==> src/rtl/flow_fifo_if.sv <==
// flow_fifo_if: lane handshake bundle between the data-flow controller and one flow_fifo.
// Latency: none (wires only); the FIFO side owns all registers.
// Backpressure: status flags and fifo_pause travel FIFO -> controller alongside the strobes.
interface flow_fifo_if #(
  parameter int DATA_WIDTH = 6
) ();
  logic                  write;
  logic                  read;
  logic [DATA_WIDTH-1:0] data_in;
  logic [DATA_WIDTH-1:0] data_out;
  logic                  valid_out;
  logic                  Fifo_full;
  logic                  almost_full;
  logic                  fifo_empty;
  logic                  almost_empty;
  logic                  fifo_error;
  logic                  fifo_pause;

  // Controller side: issues strobes and write data, consumes status.
  modport master (
    output write, read, data_in,
    input  data_out, valid_out, Fifo_full, almost_full,
    input  fifo_empty, almost_empty, fifo_error, fifo_pause
  );

  // FIFO side: consumes strobes, drives read data and status.
  modport slave (
    input  write, read, data_in,
    output data_out, valid_out, Fifo_full, almost_full,
    output fifo_empty, almost_empty, fifo_error, fifo_pause
  );
endinterface

==> src/rtl/flow_fifo.sv <==
// flow_fifo: per-lane synchronous FIFO with occupancy flags, overflow/underflow error and hysteretic pause.
// Latency: accepted read -> data_out/valid_out after 1 cycle; flags decode the registered count.
// Backpressure: fifo_pause sets at AF_THRESH and clears at AE_THRESH; a push at full is dropped unless a pop is accepted.
// Build option: define FLOW_FIFO_STICKY_ERR_EN to hold fifo_error until reset (default: one-cycle pulse).
module flow_fifo #(
  parameter int DATA_WIDTH = 6,
  parameter int ADDR_WIDTH = 3,
  parameter int AF_THRESH  = 6,
  parameter int AE_THRESH  = 2
) (
  input logic        clk,
  input logic        reset,
  flow_fifo_if.slave bus
);

  localparam int DEPTH = 1 << ADDR_WIDTH;
  localparam logic [ADDR_WIDTH:0] FULL_CNT = {1'b1, {ADDR_WIDTH{1'b0}}};
  localparam logic [ADDR_WIDTH:0] AF_CNT   = AF_THRESH[ADDR_WIDTH:0];
  localparam logic [ADDR_WIDTH:0] AE_CNT   = AE_THRESH[ADDR_WIDTH:0];

  typedef enum logic {RUN, PAUSE} pause_state_t;

  logic [DATA_WIDTH-1:0] mem [DEPTH];
  logic [ADDR_WIDTH-1:0] wr_ptr;
  logic [ADDR_WIDTH-1:0] rd_ptr;
  logic [ADDR_WIDTH:0]   count;
  logic [ADDR_WIDTH:0]   count_nxt;
  pause_state_t          state;
  logic                  pop_acc;
  logic                  push_acc;
  logic                  err_ev;

  // A pop frees a slot in the same cycle, so a push at full still lands when paired with a pop.
  assign pop_acc  = bus.read & (count != '0);
  assign push_acc = bus.write & ((count != FULL_CNT) | pop_acc);
  assign err_ev   = (bus.write & ~push_acc) | (bus.read & (count == '0));

  // Occupancy after this edge; pause decisions look at this, not the current count.
  always_comb begin
    count_nxt = count;
    if (push_acc && !pop_acc) begin
      count_nxt = count + 1'b1;
    end else if (!push_acc && pop_acc) begin
      count_nxt = count - 1'b1;
    end
  end

  // Storage array: only accepted pushes write, so a dropped word never disturbs contents.
  always_ff @(posedge clk) begin
    if (reset && push_acc) begin
      mem[wr_ptr] <= bus.data_in;
    end
  end

  // Pointers, occupancy and registered read port; empty-cycle pushes are never bypassed to data_out.
  always_ff @(posedge clk) begin
    if (!reset) begin
      wr_ptr        <= '0;
      rd_ptr        <= '0;
      count         <= '0;
      bus.data_out  <= '0;
      bus.valid_out <= 1'b0;
    end else begin
      count <= count_nxt;
      if (push_acc) begin
        wr_ptr <= wr_ptr + 1'b1;
      end
      if (pop_acc) begin
        bus.data_out <= mem[rd_ptr];
        rd_ptr       <= rd_ptr + 1'b1;
      end
      bus.valid_out <= pop_acc;
    end
  end

  // Error flag: sticky or single-cycle pulse depending on build.
  always_ff @(posedge clk) begin
    if (!reset) begin
      bus.fifo_error <= 1'b0;
    end else begin
`ifdef FLOW_FIFO_STICKY_ERR_EN
      bus.fifo_error <= bus.fifo_error | err_ev;
`else
      bus.fifo_error <= err_ev;
`endif
    end
  end

  // Pause FSM: engages at the high-water mark, releases only at the low-water mark.
  always_ff @(posedge clk) begin
    if (!reset) begin
      state <= RUN;
    end else begin
      case (state)
        RUN:     if (count_nxt >= AF_CNT) state <= PAUSE;
        PAUSE:   if (count_nxt <= AE_CNT) state <= RUN;
        default: state <= RUN;
      endcase
    end
  end

  assign bus.fifo_pause   = (state == PAUSE);
  assign bus.Fifo_full    = (count == FULL_CNT);
  assign bus.almost_full  = (count >= AF_CNT);
  assign bus.fifo_empty   = (count == '0);
  assign bus.almost_empty = (count <= AE_CNT);

endmodule

==> src/flat_wrapper.sv <==
// flat-port wrapper written by rule: the top's interface ports become plain ports
module flow_fifo_flat 
#(
  parameter int DATA_WIDTH = 6,
  parameter int ADDR_WIDTH = 3,
  parameter int AF_THRESH  = 6,
  parameter int AE_THRESH  = 2
)
  (clk, reset, bus_write, bus_read, bus_data_in, bus_data_out, bus_valid_out, bus_Fifo_full, bus_almost_full, bus_fifo_empty, bus_almost_empty, bus_fifo_error, bus_fifo_pause);
  flow_fifo_if #(.DATA_WIDTH(DATA_WIDTH)) bus_i ();
  input logic clk;
  input logic reset;
  input wire logic [$bits(bus_i.write)-1:0] bus_write;
  input wire logic [$bits(bus_i.read)-1:0] bus_read;
  input wire logic [$bits(bus_i.data_in)-1:0] bus_data_in;
  output wire logic [$bits(bus_i.data_out)-1:0] bus_data_out;
  output wire logic [$bits(bus_i.valid_out)-1:0] bus_valid_out;
  output wire logic [$bits(bus_i.Fifo_full)-1:0] bus_Fifo_full;
  output wire logic [$bits(bus_i.almost_full)-1:0] bus_almost_full;
  output wire logic [$bits(bus_i.fifo_empty)-1:0] bus_fifo_empty;
  output wire logic [$bits(bus_i.almost_empty)-1:0] bus_almost_empty;
  output wire logic [$bits(bus_i.fifo_error)-1:0] bus_fifo_error;
  output wire logic [$bits(bus_i.fifo_pause)-1:0] bus_fifo_pause;
  assign bus_i.write = bus_write;
  assign bus_i.read = bus_read;
  assign bus_i.data_in = bus_data_in;
  assign bus_data_out = bus_i.data_out;
  assign bus_valid_out = bus_i.valid_out;
  assign bus_Fifo_full = bus_i.Fifo_full;
  assign bus_almost_full = bus_i.almost_full;
  assign bus_fifo_empty = bus_i.fifo_empty;
  assign bus_almost_empty = bus_i.almost_empty;
  assign bus_fifo_error = bus_i.fifo_error;
  assign bus_fifo_pause = bus_i.fifo_pause;
  flow_fifo #(.DATA_WIDTH(DATA_WIDTH), .ADDR_WIDTH(ADDR_WIDTH), .AF_THRESH(AF_THRESH), .AE_THRESH(AE_THRESH)) u_core (.clk(clk), .reset(reset), .bus(bus_i));
endmodule
==> config.mk <==
export PLATFORM = sky130hd
export DESIGN_NAME = flow_fifo_flat
export DESIGN_NICKNAME = d
export VERILOG_FILES = /design/src/rtl/flow_fifo_if.sv /design/src/rtl/flow_fifo.sv /design/src/flat_wrapper.sv
export SDC_FILE = /design/constraint.sdc
export NUM_CORES = 1
export LEC_CHECK = 0
export CAP_MARGIN = 20
export CORE_AREA = 8 8 77 130
export CTS_CLUSTER_SIZE = 30
export DETAILED_ROUTE_END_ITERATION = 12
export DIE_AREA = 0 0 85 138
export HOLD_SLACK_MARGIN = 0.03
export PLACE_DENSITY = 0.52
export RECOVER_POWER = 100
export SLEW_MARGIN = 0
export SYNTH_ARGS = -nofsm -noshare
export SYNTH_HDL_FRONTEND = slang
export SYNTH_SLANG_ARGS = --single-unit
==> constraint.sdc <==
create_clock -name clk -period 5.1 [get_ports clk]
set_input_delay 1.02 -clock clk [delete_from_list [all_inputs] [get_ports clk]]
set_output_delay 1.02 -clock clk [all_outputs]
set_load 0.05 [all_outputs]
==> flow_summary.ini <==
[clock_tree]
cts.reportedPaths.clkPinSlew_ns = 0.05
cts.sinks = 67
cts_root_buf = clkbuf_16
cts_tree = done
cts_buffers = 9
cts.repair.resized = 0
cts_hold_repair.buffers = 0
worstSkewPairLatency_ns = 0.32
clk_path_buf_depth = 2
ctsHtreeMaxLevel = 3
cts_setup_buffers = 0

[synth]
postSynthNetCount = 200
postSynthCellCount = 185
synth_top_family_by_area = multiplexers
ys_warn_count = 0
synth.distinct_cells = 43
synth_compound_area_frac = 0.0694
ys_seq_area_frac = 0.648
yosysTopAreaCellShare = 0.512
muxShareOfSynthArea = 0.133
syn_area_per_cell_um2 = 15.2
synth-simple-area-share = 0.0934
netlist_area_um2 = 2810
synth-seq-cells = 67
synth_largest_area_cell = edfxtp_1
yosys-top-cells-area = edfxtp_1, dfxtp_1, mux4_2, mux2i_1, nand2_1
synth-xor-area-share = 0.0125
synth_fa_ha_area_frac = 0.0222

[sta]
setup_slack_ns = 1.51
worst_slew_pin_slew_ns = 1.02
fin_setup_tns_ns = 0
setup_viol = 0
hold_violations = 0
maxSlewHeadroom = 0.312
timing.hold.ws_ns = 0.486
fin_worst_skew_ns = 0.00368
fmax_mhz = 278
period_needed_ns = 3.59
rsz0062_at_grt = no
post-route-period-util = 0.704
slew_viol_final = 0

[placement]
postPlaceCellArea_um2 = 3130
dpl_worst_slack_ns = 1.78
gp_congestion = 0.761
dp.cells = 294
dp_hpwl_mm = 3.96
portBuffers = 22

[worst_hold_path]
hp-start = u_core.bus.data_out[3]
worst_hold_path_type = flop to flop

[floorplanning]
core-area_um2 = 8200
start_util = 0.343
rows = 44
fp.dieArea_um2 = 11700
io_pins = 23
die_h_um = 138
die_x_um = 85

[routing]
first_pass_iters = 4
ant_nets = 0
post-route-drc-count = 0
top_layer_used = met4
vias_per_cell = 5.07
wl_met3_um = 188
wl_met1_mm = 1.98
via_count = 1576
wl_per_cell_um = 17.3
wl_met2_mm = 3.05
drt_iter0_drc = 120
finalWirelength_mm = 5.40

[pwr]
p_sw_frac = 0.318
p_seq_frac = 0.375
clkPwrFrac = 0.337
powerDensity_nw_per_um2 = 550
leakage_nw = 1.23
net-switching-power_uw = 599
max-vdd-ir-drop_uv = 306
combPwrFrac = 0.288
p_total_mw = 1.88
p_int_mw = 1.28

[layout]
instances_no_fill = 311
final_util = 0.417
layout_commonest_cell = edfxtp_1
nFillCells = 758
final_net_count = 229
mostFrequentLayoutCells = edfxtp_1, dlygate4sd3_1, dfxtp_1
fin_area_um2 = 3420
area_delta_synth_final_pct = 21.7
drive_above_1_share = 0.146
n_antenna_cell = 0

[grt]
grt_start_max_net_pins = 16
grt.overflow.total = 0
grt_pass1_vias = 1662
antenna_found_initial = 0
grtUsageTotal = 0.100
grt_pass1_wl_mm = 8.74

[setup_path]
timing.rr.start = u_core.count[1]
crit_fanout = 6
required_ns = 4.08
critical_path_arrival_ns = 2.57
path_class = flop to output pin
crit_path_end_kind = output pin
worstSetupStartpoint = u_core.count[0]
reg2reg_slack_ns = 2.53
critPathLaunchType = flop

[run]
cap_violations = 0

[run_status]
status = finished clean
worst max-delay path, cell delays in order, from the launching register on:
cell	delay, ns
dfxtp_1	0.34
inv_1	0.15
ha_1	0.27
or3b_1	0.51
inv_2	0.10
dlygate4sd3_1	0.87
synthesized netlist by cell type:
| cell | n |
|---|---|
| dfxtp_1 | 19 |
| nand2_4 | 1 |
| mux4_2 | 12 |
| a21boi_0 | 1 |
| nand2_1 | 18 |
| o21a_1 | 3 |
| nand3b_1 | 2 |
| o211ai_2 | 1 |
| and3_1 | 2 |
| or3b_1 | 1 |
| mux2i_1 | 8 |
| buf_1 | 1 |
| xor2_1 | 2 |
| nor3_1 | 5 |
| a221oi_1 | 1 |
| o31a_1 | 1 |
| buf_4 | 1 |
| and2_1 | 4 |
| or3b_2 | 1 |
| clkbuf_1 | 3 |
| o2bb2ai_1 | 1 |
| nor2b_1 | 3 |
| ha_1 | 5 |
| edfxtp_1 | 48 |
| a21o_1 | 1 |
| o22ai_1 | 1 |
| inv_2 | 1 |
| clkinv_1 | 1 |
| nand2b_1 | 3 |
| a21boi_1 | 2 |
| o21ai_0 | 2 |
| a211oi_1 | 1 |
| nand3_1 | 4 |
| a311o_1 | 1 |
| o211a_1 | 6 |
| o21ai_1 | 2 |
| buf_2 | 2 |
| inv_1 | 3 |
| xnor2_1 | 2 |
| buf_6 | 1 |
| mux2i_4 | 1 |
| nor2_1 | 6 |
| nor2b_2 | 1 |
power groups by stage:
| stage | sequential (mW) | clock (mW) | combinational, mW |
|---|---|---|---|
| 6_report | 0.706 | 0.635 | 0.542 |
| 5_1_grt | 0.719 | 0.669 | 0.582 |
| 4_1_cts | 0.711 | 0.650 | 0.569 |
| 3_5_place_dp | 0.723 | 0 | 0.567 |
| 3_3_place_gp | 0.720 | 0 | 0.566 |
| 2_1_floorplan | 0.769 | 0 | 0.373 |
path summary, 6_finish.rpt:
path | endpoint | cells after the start
worst max register to register | u_core.mem[2][4] | 6
worst min-delay path | u_core.bus.data_out[3] | 1
worst max-delay path | bus_fifo_empty | 5
worst min register to register | u_core.bus.data_out[3] | 1
cell type report:
| class | count | area [µm²] | share of cell area |
|---|---|---|---|
| inverters | 5 | 18.8 | 0.00548 |
| clock buffers | 10 | 229 | 0.0669 |
| repair buffers | 26 | 235 | 0.0687 |
| well taps | 92 | 115 | 0.0336 |
| flip-flops and latches | 67 | 1820 | 0.532 |
| multi-input cells | 105 | 923 | 0.270 |
| clock inverters | 6 | 80.1 | 0.0234 |
cell families (layout without fill, tap and decap cells):
group                    count (synthesis)  count (layout)
AO/OA/AOI/OAI                           24              24
XOR/XNOR                                 4               4
adder cells (fa/ha/maj)                  5               5
buffers and inverters                   13              47
flip-flops                              67              67
multiplexers                            21              21
AND/OR/NAND/NOR                         51              51
flip-flops by register name, summed over array words and instances, names as in the netlist:
name and count:
u_core.bus.data_out 6, u_core.bus.fifo_error 1, u_core.bus.fifo_pause 1, u_core.bus.valid_out 1, u_core.count 4, u_core.mem 48
u_core.rd_ptr 3, u_core.wr_ptr 3
layer usage:
layer | track usage | vias to the layer above
met5 | 0 | -
met4 | 0.0699 | 0
met3 | 0.0297 | 11
met2 | 0.175 | 34
met1 | 0.0973 | 767
li1 | - | 764
No activity file was read; power rests on OpenSTA's default activity.
